File: src/rtl/reg_read_port.sv
// Register bank with a request/valid/ready read port. A read returns a stable
// snapshot of the addressed entry, forwarding a same-edge write on the fetch cycle.
module reg_read_port #(
  parameter int WIDTH  = 16,
  parameter int ADDR_W = 3,
  parameter int DEPTH  = 2**ADDR_W
) (
  input  logic              CLK,
  input  logic              RST,
  input  logic              write_signal,
  input  logic [ADDR_W-1:0] write_addr,
  input  logic [WIDTH-1:0]  input_value,
  input  logic              read_req,
  input  logic [ADDR_W-1:0] read_addr,
  output logic              read_accept,
  output logic              read_valid,
  input  logic              read_ready,
  output logic [WIDTH-1:0]  output_value,
  output logic              busy
);

  typedef enum logic [1:0] {
    IDLE  = 2'd0,
    FETCH = 2'd1,
    HOLD  = 2'd2
  } state_t;

  state_t             state_q;
  state_t             state_d;
  logic [ADDR_W-1:0]  raddr_q;
  logic [WIDTH-1:0]   mem [DEPTH];

  assign read_accept = read_req & ((state_q == IDLE) | ((state_q == HOLD) & read_ready));
  assign read_valid  = (state_q == HOLD);
  assign busy        = (state_q != IDLE);

  // Writes run independently of the read FSM, even while a read is outstanding.
  always_ff @(posedge CLK or negedge RST) begin
    if (!RST) begin
      for (int i = 0; i < DEPTH; i++) begin
        mem[i] <= '0;
      end
    end else if (write_signal) begin
      mem[write_addr] <= input_value;
    end
  end

  always_comb begin
    state_d = state_q;
    case (state_q)
      IDLE:    if (read_req) state_d = FETCH;
      FETCH:   state_d = HOLD;
      HOLD:    if (read_ready) state_d = read_req ? FETCH : IDLE;
      default: state_d = IDLE;
    endcase
  end

  // output_value only moves on the fetch edge; the array read would miss a
  // write landing on that same edge, so that write is forwarded instead.
  always_ff @(posedge CLK or negedge RST) begin
    if (!RST) begin
      state_q      <= IDLE;
      raddr_q      <= '0;
      output_value <= '0;
    end else begin
      state_q <= state_d;
      if (read_accept) begin
        raddr_q <= read_addr;
      end
      if (state_q == FETCH) begin
        if (write_signal && (write_addr == raddr_q)) begin
          output_value <= input_value;
        end else begin
          output_value <= mem[raddr_q];
        end
      end
    end
  end

endmodule

File: config.mk
export PLATFORM = sky130hd
export DESIGN_NAME = reg_read_port
export DESIGN_NICKNAME = d
export VERILOG_FILES = /design/src/rtl/reg_read_port.sv
export SDC_FILE = /design/constraint.sdc
export NUM_CORES = 1
export LEC_CHECK = 0
export CAP_MARGIN = 5
export CORE_MARGIN = 5
export CORE_UTILIZATION = 50
export CTS_CLUSTER_SIZE = 28
export DETAILED_ROUTE_END_ITERATION = 7
export PLACE_DENSITY = 0.69
export SKIP_CTS_REPAIR_TIMING = 1
export SLEW_MARGIN = 20
export SYNTH_ARGS = -nofsm -noshare
export SYNTH_HDL_FRONTEND = slang
export SYNTH_SLANG_ARGS = --single-unit
File: constraint.sdc
create_clock -name CLK -period 4.69 [get_ports CLK]
set_clock_uncertainty 0.1 [all_clocks]
set_input_delay 0.938 -clock CLK [delete_from_list [all_inputs] [get_ports CLK]]
set_output_delay 0.938 -clock CLK [all_outputs]
set_load 0.1 [all_outputs]
==> results list, run 1 <==
* Status: finished clean
- WL/cell: 20.5 um
* Fin worst setup slack: 1.51 ns
- The total area inside the core boundary comes to 13,100 um2.
* Worst slack, placed: 1.36 ns
* Number of global-route vias before repair: 4,391
- Design Area, Final: roughly 7800 um2
- Top library cells by usage in the layout, fill and taps aside: sky130_fd_sc_hd__dfrtp_1, sky130_fd_sc_hd__mux2_2, sky130_fd_sc_hd__nand2_1, sky130_fd_sc_hd__o21ai_0, sky130_fd_sc_hd__clkdlybuf4s50_1
* Total of max-cap violations: 0
- The number of buffers and inverters on the critical path is 2.
- Cells after synthesis: about 480
* Initial Utilization: 50.4%
- At the end of routability-driven placement, the weighted congestion stood at 0.757.
- The library cell used most frequently in the layout, excluding fill and tap cells, is sky130_fd_sc_hd__dfrtp_1.
- Transition time at the pin with the least slew margin: about 0.98 ns
* Post-layout nets: 550
- Gr ovfl total: 0
- VDD IR max: 0.000318 V
- H-tree Lvls: 4
- For the worst setup path, the data required time is 3.65 ns.
- In the final layout, the multi-input gates occupy 2680 um2.
- Die Height: between 100 and 150 um
- Count of filler cells inserted in the layout: 1,055
- Startpoint type of the worst setup path: input pin
- Antenna Diode Count: 0
* Worst hold stages: 2
- Insertion delay to the later sink of the worst-skew pair: 0.42 ns
- The tree built by TritonCTS fans out to 149 sinks.
- TritonCTS built the clock tree.
* Die boundary width: 125 um
- Dividing total power by cell area gives a power density of 598 nW/um2.
- Measured in cells, the most critical reg-to-reg path has a length of 4.
- The cell sitting at the root of the clock tree is a sky130_fd_sc_hd__clkbuf_16.
- Total Routed Length: 14,600 um
- Mean instance size in the synthesized netlist: 13.9 um2
* CP max stage cell: sky130_fd_sc_hd__clkdlybuf4s50_1
- From synthesis to final layout, the design area changed by 18.3%.
- Placed Instances: 680
- Max-slew headroom: 34.7%
* Timing-limited maximum frequency: 314 MHz
- In this run, synthesis produced a sequential element count of roughly 150.
- In this run, the combinational gates consume 32.4% of the power.
- Sequential cells account for 38.3% of the total power.
- The number of max-slew violations in the final report was 0.
* Flop-to-flop setup slack: slightly below 2 ns
* Number of antenna violations at the first check in global routing: 0
* Worst endpoint data arrival time: 2.14 ns
- Routed vias/inst: 5.79
- In the final timing run, aggregate negative setup slack is 0 ns.
* Clock input transition at the sequential cells of the worst setup and hold paths: about 0.060 ns
- The critical path goes through clkdlybuf4s50_1, nand2b_1, and3b_1, buf_4.
- Switching power as a share of total power: 35.0%
* Total power: ~4.7 mW
* Worst Hold Path EP: mem[79]
- Internal power comes to 3.05 mW.
* Post-layout min period: 3.18 ns
* Critical Path End Type: output pin
* Maximum number of pins on one net before global-route repair: 100
- Share of post-route cells with drive strength above 1: 31.0%
* Capture instance of the worst register-to-register path: output_value[2]
* Clock buffer depth: 2
- For this run, the slowest stage of the critical path takes 0.45 ns.
- The routed layout has approximately 4,100 vias.
- The sequential cells in the finished layout cover a total of 3730 um2.
* Inserted Clock Buffers: 17
* Area of placed instances: 7240 um2
- Gr usage total: 19.8%
- Die Outline Area: about 16,000 um2
- Synth warnings: 0
* Non-filler instance count after layout: 712
- The count of final hold-check violations was 0.
- Among cell families on the critical path, the largest total delay comes from buffers and inverters.
* Hold_sp: mem[79]
- Number of design-rule violations left by the first detailed-router iteration: 291
- For this run, the register share of the synthesized area comes to 56.3%.
* # rows: 42
- NetSw: roughly 1.6 mW
* Number of top-level pins: 46
- Initial DRT Pass Iterations: 4
- In the routed design, unresolved DRC markers number 0.
* Worst flop-to-flop path startpoint: raddr_q[0]
- WS Path Type: in2out
- Setup Viol. Count Final: 0
- Distinct cell type count after synthesis: 29
* Number of nets in the synthesized netlist: 502
- Clock share of power: between 20% and 30%
- Setup repair after global routing left no endpoint under its margin.
- Once detail routing completed, the nets flagged for antenna violations numbered 0.
- IO buf count: 45
* Static leakage power: between 3 and 4 nW
- In this run the worst hold path is classified as reg2reg.
* Hold slack final: 0.376 ns
- Worst-path maximum fanout: 4
- Cells fill between 50% and 60% of the core in the end.
- Mapped Area: 6620 um2
- Post-detailed-placement half-perimeter wirelength: 8750 um
- The first global-routing pass estimated roughly 24,000 um of wire.
* Ratio of final minimum period to clock period: 67.8%
-- logic make-up after synthesis --
family / after synthesis / share of synthesized area [%]
buf+inv: 43 / 3.25
xor+xnor: 3 / 0.397
compound gates: 66 / 6.03
mux: 131 / 27.9
flops: 149 / 56.3
simple gates: 83 / 6.10
-- layout make-up --
| class | instances | share of cell area, % |
|---|---|---|
| clock buffer | 18 | 5.61 |
| inverter | 12 | 0.575 |
| sequential | 149 | 47.6 |
| tap | 176 | 2.81 |
| clock inverter | 14 | 2.03 |
| timing repair buffer | 60 | 7.17 |
| multi-input combinational | 283 | 34.2 |
-- routing by layer --
layer / up-vias / GRT usage (%) / routed length (um)
li1: 1835 / - / -
met1: 2176 / 25.3 / 6210
met2: 92 / 33.2 / 7470
met3: 23 / 4.86 / 712
met4: 0 / 7.08 / 233
met5: - / 0 / 0
-- state kept, by name, indices dropped and copies added (netlist names) --
register and cells:
raddr_q 3, state_q 2, mem 128, output_value 16
-- cells in the mapped netlist --
cell type | n | share of area, %
sky130_fd_sc_hd__a221oi_1 | 12 | 1.6
sky130_fd_sc_hd__and3b_1 | 3 | 0.40
sky130_fd_sc_hd__nor2_1 | 12 | 0.68
sky130_fd_sc_hd__inv_1 | 12 | 0.68
sky130_fd_sc_hd__a221o_1 | 4 | 0.60
sky130_fd_sc_hd__clkbuf_1 | 12 | 0.68
sky130_fd_sc_hd__nor3_2 | 2 | 0.30
sky130_fd_sc_hd__nand4_1 | 1 | 0.095
sky130_fd_sc_hd__mux2i_1 | 12 | 1.8
sky130_fd_sc_hd__nand2b_1 | 3 | 0.28
sky130_fd_sc_hd__and4_1 | 1 | 0.13
sky130_fd_sc_hd__buf_6 | 1 | 0.17
sky130_fd_sc_hd__o21ai_0 | 49 | 3.7
sky130_fd_sc_hd__buf_1 | 1 | 0.057
sky130_fd_sc_hd__nor2b_1 | 2 | 0.19
sky130_fd_sc_hd__xnor2_1 | 3 | 0.40
sky130_fd_sc_hd__nor3b_2 | 2 | 0.38
sky130_fd_sc_hd__buf_4 | 4 | 0.45
sky130_fd_sc_hd__a41oi_1 | 1 | 0.13
sky130_fd_sc_hd__mux4_1 | 8 | 3.2
sky130_fd_sc_hd__mux2_2 | 87 | 15
sky130_fd_sc_hd__nand2_1 | 49 | 2.8
sky130_fd_sc_hd__buf_12 | 1 | 0.30
sky130_fd_sc_hd__buf_2 | 12 | 0.91
sky130_fd_sc_hd__nand4b_1 | 3 | 0.40
sky130_fd_sc_hd__dfrtp_1 | 149 | 56
sky130_fd_sc_hd__mux4_2 | 24 | 8.2
sky130_fd_sc_hd__and2_1 | 4 | 0.38
sky130_fd_sc_hd__or2_2 | 1 | 0.095
-- power groups by stage --
stage                     clock network, mW  logic, mW  registers (mW)
after detailed placement                  0       1.52            1.82
after global routing                   1.44       1.61            1.84
final                                  1.37       1.52            1.80
after CTS                              1.40       1.53            1.80
after global placement                    0       1.50            1.80
after floorplan                           0      0.732            2.22
-- worst min-delay path, delay by kind of cell (launching register included) --
kind / cells / cell delay (ns)
AO/OA/AOI/OAI: 1 / 0.06
AND/OR/NAND/NOR: 1 / 0.04
flip-flops: 1 / 0.33
-- worst max-delay path by stage --
stage,start,end,slack (ns),cells past startpoint
6_report,read_ready,read_accept,1.51,4
5_1_grt,read_ready,read_accept,1.44,4
4_1_cts,state_q[0],busy,1.50,2
3_5_place_dp,write_addr[1],mem[40],1.36,4
3_3_place_gp,write_addr[1],mem[34],1.42,4
2_1_floorplan,read_ready,read_accept,1.54,3
Note: power is estimated with default switching activity, not from simulation.
==> run 2: changes to the inputs <==
--- a/config.mk
+++ b/config.mk
@@ -10,7 +10,7 @@
 export CORE_UTILIZATION = 50
 export CTS_CLUSTER_SIZE = 28
 export DETAILED_ROUTE_END_ITERATION = 7
-export PLACE_DENSITY = 0.69
+export PLACE_DENSITY = 0.72
 export SKIP_CTS_REPAIR_TIMING = 1
 export SLEW_MARGIN = 20
 export SYNTH_ARGS = -nofsm -noshare
==> constraint.sdc (replaced) <==
create_clock -name CLK -period 2.75 [get_ports CLK]
set_clock_uncertainty 0.1 [all_clocks]
set_input_delay 0.55 -clock CLK [delete_from_list [all_inputs] [get_ports CLK]]
set_output_delay 0.55 -clock CLK [all_outputs]
set_load 0.1 [all_outputs]
==> run 2 against run 1 <==
Sequential power up 71%. Critical path depth did not move. Die area is the same. Sequential share of layout area is 1.1 points lower. Clock power rose by 99%. Combinational power up 70%. Global-route usage up 0.73 points. Non-clock buffer count is 10 higher. Flip-flop and latch count is the same. Count of clock-buffer cells in the layout rose by 1. Critical endpoint unchanged. Highest routed layer unchanged.
==> results list, run 2 (same netlist as run 1, synthesis figures left out) <==
* Status: finished clean
- Combinational cells account for 30.9% of the total power.
- In this run switching power makes up approximately a third of total power.
- Biggest cell delay along the critical path: ~0.45 ns
- Summed over all layers, the routed wires come to roughly 15,000 um.
- The area growth from synthesis to layout is 21.1%.
* Area of placed instances: 7320 um2
* Area of the multi-input gates: approximately 2700 um2
- In this run the static leakage power is 3.53 nW.
* Detailed route wirelength on metal2: 7640 um
- Max-slew headroom: 55.2%
- Design Area, Final: 8020 um2
* Total of max-cap violations: 0
* WL/cell: about 21 um
- Wire length the detailed router placed on met1: 6330 um
* Worst-path maximum fanout: 4
* Post-layout nets: 560
* Largest register FFs: 128
* Biggest registers after layout: mem (128), output_value (16), raddr_q (3)
* Post-detailed-placement half-perimeter wirelength: 9810 um
* TritonCTS Sinks: 149
- Traced cell by cell, the critical path runs through clkdlybuf4s50_1, nand2b_1, and3b_1, buf_12.
* Most frequent standard cell in the layout excluding fill and tap cells: sky130_fd_sc_hd__dfrtp_1
- The die is 125 um wide.
- Maximum number of pins on one net before global-route repair: just over 60
* Worst endpoint data arrival time: around 1.7 ns
- On the critical path the largest part of the delay comes from buffers and inverters.
- Routed vias/inst: 5.86
- OpenSTA, run right after detailed placement, puts the worst setup slack at 0.293 ns.
- Fill cells in the final layout number 999.
* Post-layout min period: between 2 and 2.5 ns
- The via count of the first global-routing pass was 4,453.
- The first global-routing pass estimated about 25,000 um of wire.
- The routed layout has 4,232 vias.
- 0 antenna diodes ended up in the layout.
- The die is between 100 and 150 um tall.
- Data on the critical path is required at its endpoint by 2.10 ns.
- Residual DRC count: 0
- Initial DRT Pass Iterations: 5
- Clock input transition at the sequential cells of the worst setup and hold paths: 0.06 ns
- Root cell of the clock tree: sky130_fd_sc_hd__clkbuf_16
- Weighted congestion reported at the end of routability-driven placement: between 0.7 and 0.8
- The region available for standard cell placement spans around 13,000 um2.
* WS Path Type: in2out
- At the pin with the least slew margin, the transition time is 0.671 ns.
- VDD IR max: 0.000518 V
* Logic depth of the worst setup path including buffers: 4
* Critical Path End Type: output pin
- Setup repair after global routing missed its margin: false
* NetSw: about 2.8 mW
* Area taken by flip-flops and latches: 3730 um2
- The count of final hold-check violations was 0.
- In the detailed route, the total length drawn on met3 is 956 um.
* # rows: 42
* Die Outline Area: about 16,000 um2
- Cell internal power was estimated by the tool at roughly 5.6 mW.
- The worst hold path belongs to the class in2async.
- Of the total power, registers draw 36.6%.
* CP max stage cell: sky130_fd_sc_hd__clkdlybuf4s50_1
* Total power: 8.40 mW
- Buffers inserted during clock tree synthesis total 17.
- Gr ovfl total: 0
- Initial Utilization: approximately 50%
* Clock share of power: 32.5%
- STA classifies the critical path startpoint as an input pin.
* Clock buffer depth: 2
- Of the cells placed in the final design, the portion with a size suffix greater than 1 is 35.5%.
* Number of antenna violations at the first check in global routing: 0
* Top library cells by usage in the layout, fill and taps aside: sky130_fd_sc_hd__dfrtp_1, sky130_fd_sc_hd__mux2_2, sky130_fd_sc_hd__nand2_1, sky130_fd_sc_hd__o21ai_0, sky130_fd_sc_hd__buf_4
- At the end of the flow the core is filled with cells to 61.0%.
- The later pin in the worst-skew pair is clocked with a latency of 0.42 ns.
- mem holds more flip-flops than any other register.
- The H-tree generated during clock tree synthesis spans 4 levels.
- Buffers placed on the I/O ports in this run total 45.
* Fin Setup TNS: 0 ns
- Gr usage total: 20.6%
- The worst path meets setup with about 0.43 ns of slack.
- PwrDens: 1050 nW/um2
* Combined buffer and inverter count along the critical path: 2
* Ratio of final minimum period to clock period: 84.5%
* Number of design-rule violations left by the first detailed-router iteration: 282
- Timing would allow up to 430 MHz.
* Highest Signal Layer: met4
- Worst R2R Path Depth: 4
- Setup violations remaining at the end of the flow were counted as 0.
* CTS tree: built
* Number of top-level pins: between 40 and 50
* Number of pins exceeding their max-slew limit in the final report: 0
- The count of nets left with antenna violations once routing finished came out at 0.
run 2: final cells by class:
| cell class | count | area share, % |
|---|---|---|
| clock buffers | 19 | 5.65 |
| clock inverters | 13 | 3.11 |
| inverters | 12 | 0.562 |
| multi-input cells | 283 | 33.4 |
| flip-flops and latches | 149 | 46.5 |
| well taps | 176 | 2.75 |
| repair buffers | 70 | 8.00 |
run 2: through the flow:
stage	hold WS, ns	cells
after global routing	0.0500	722
final	0.00520	722
after global placement	0.355	690
after detailed placement	0.369	690
after floorplan	0.154	475
after CTS	0.0235	722
run 2: routing by layer:
layer,track usage (%),vias to the layer above
met5,0,-
met4,6.31,0
met3,6.10,23
met2,33.2,134
met1,27.1,2219
li1,-,1856
run 2: worst paths after layout:
check	from	slack (ns)	to
worst max-delay path	read_ready	0.43	read_accept
worst min-delay path	RST	0.005	mem[116]
worst max register to register	raddr_q[0]	0.57	output_value[1]
worst min register to register	mem[64]	0.38	mem[64]
max in group asynchronous	RST	1.87	output_value[8]
min in group CLK	mem[64]	0.38	mem[64]
run 2: power by group through the flow:
stage	registers, mW	logic (mW)	clock network [mW]
2_1_floorplan	3.79	1.25	0
4_1_cts	3.08	2.61	2.77
6_report	3.08	2.59	2.73
5_1_grt	3.14	2.74	2.88
3_3_place_gp	3.07	2.55	0
3_5_place_dp	3.10	2.60	0
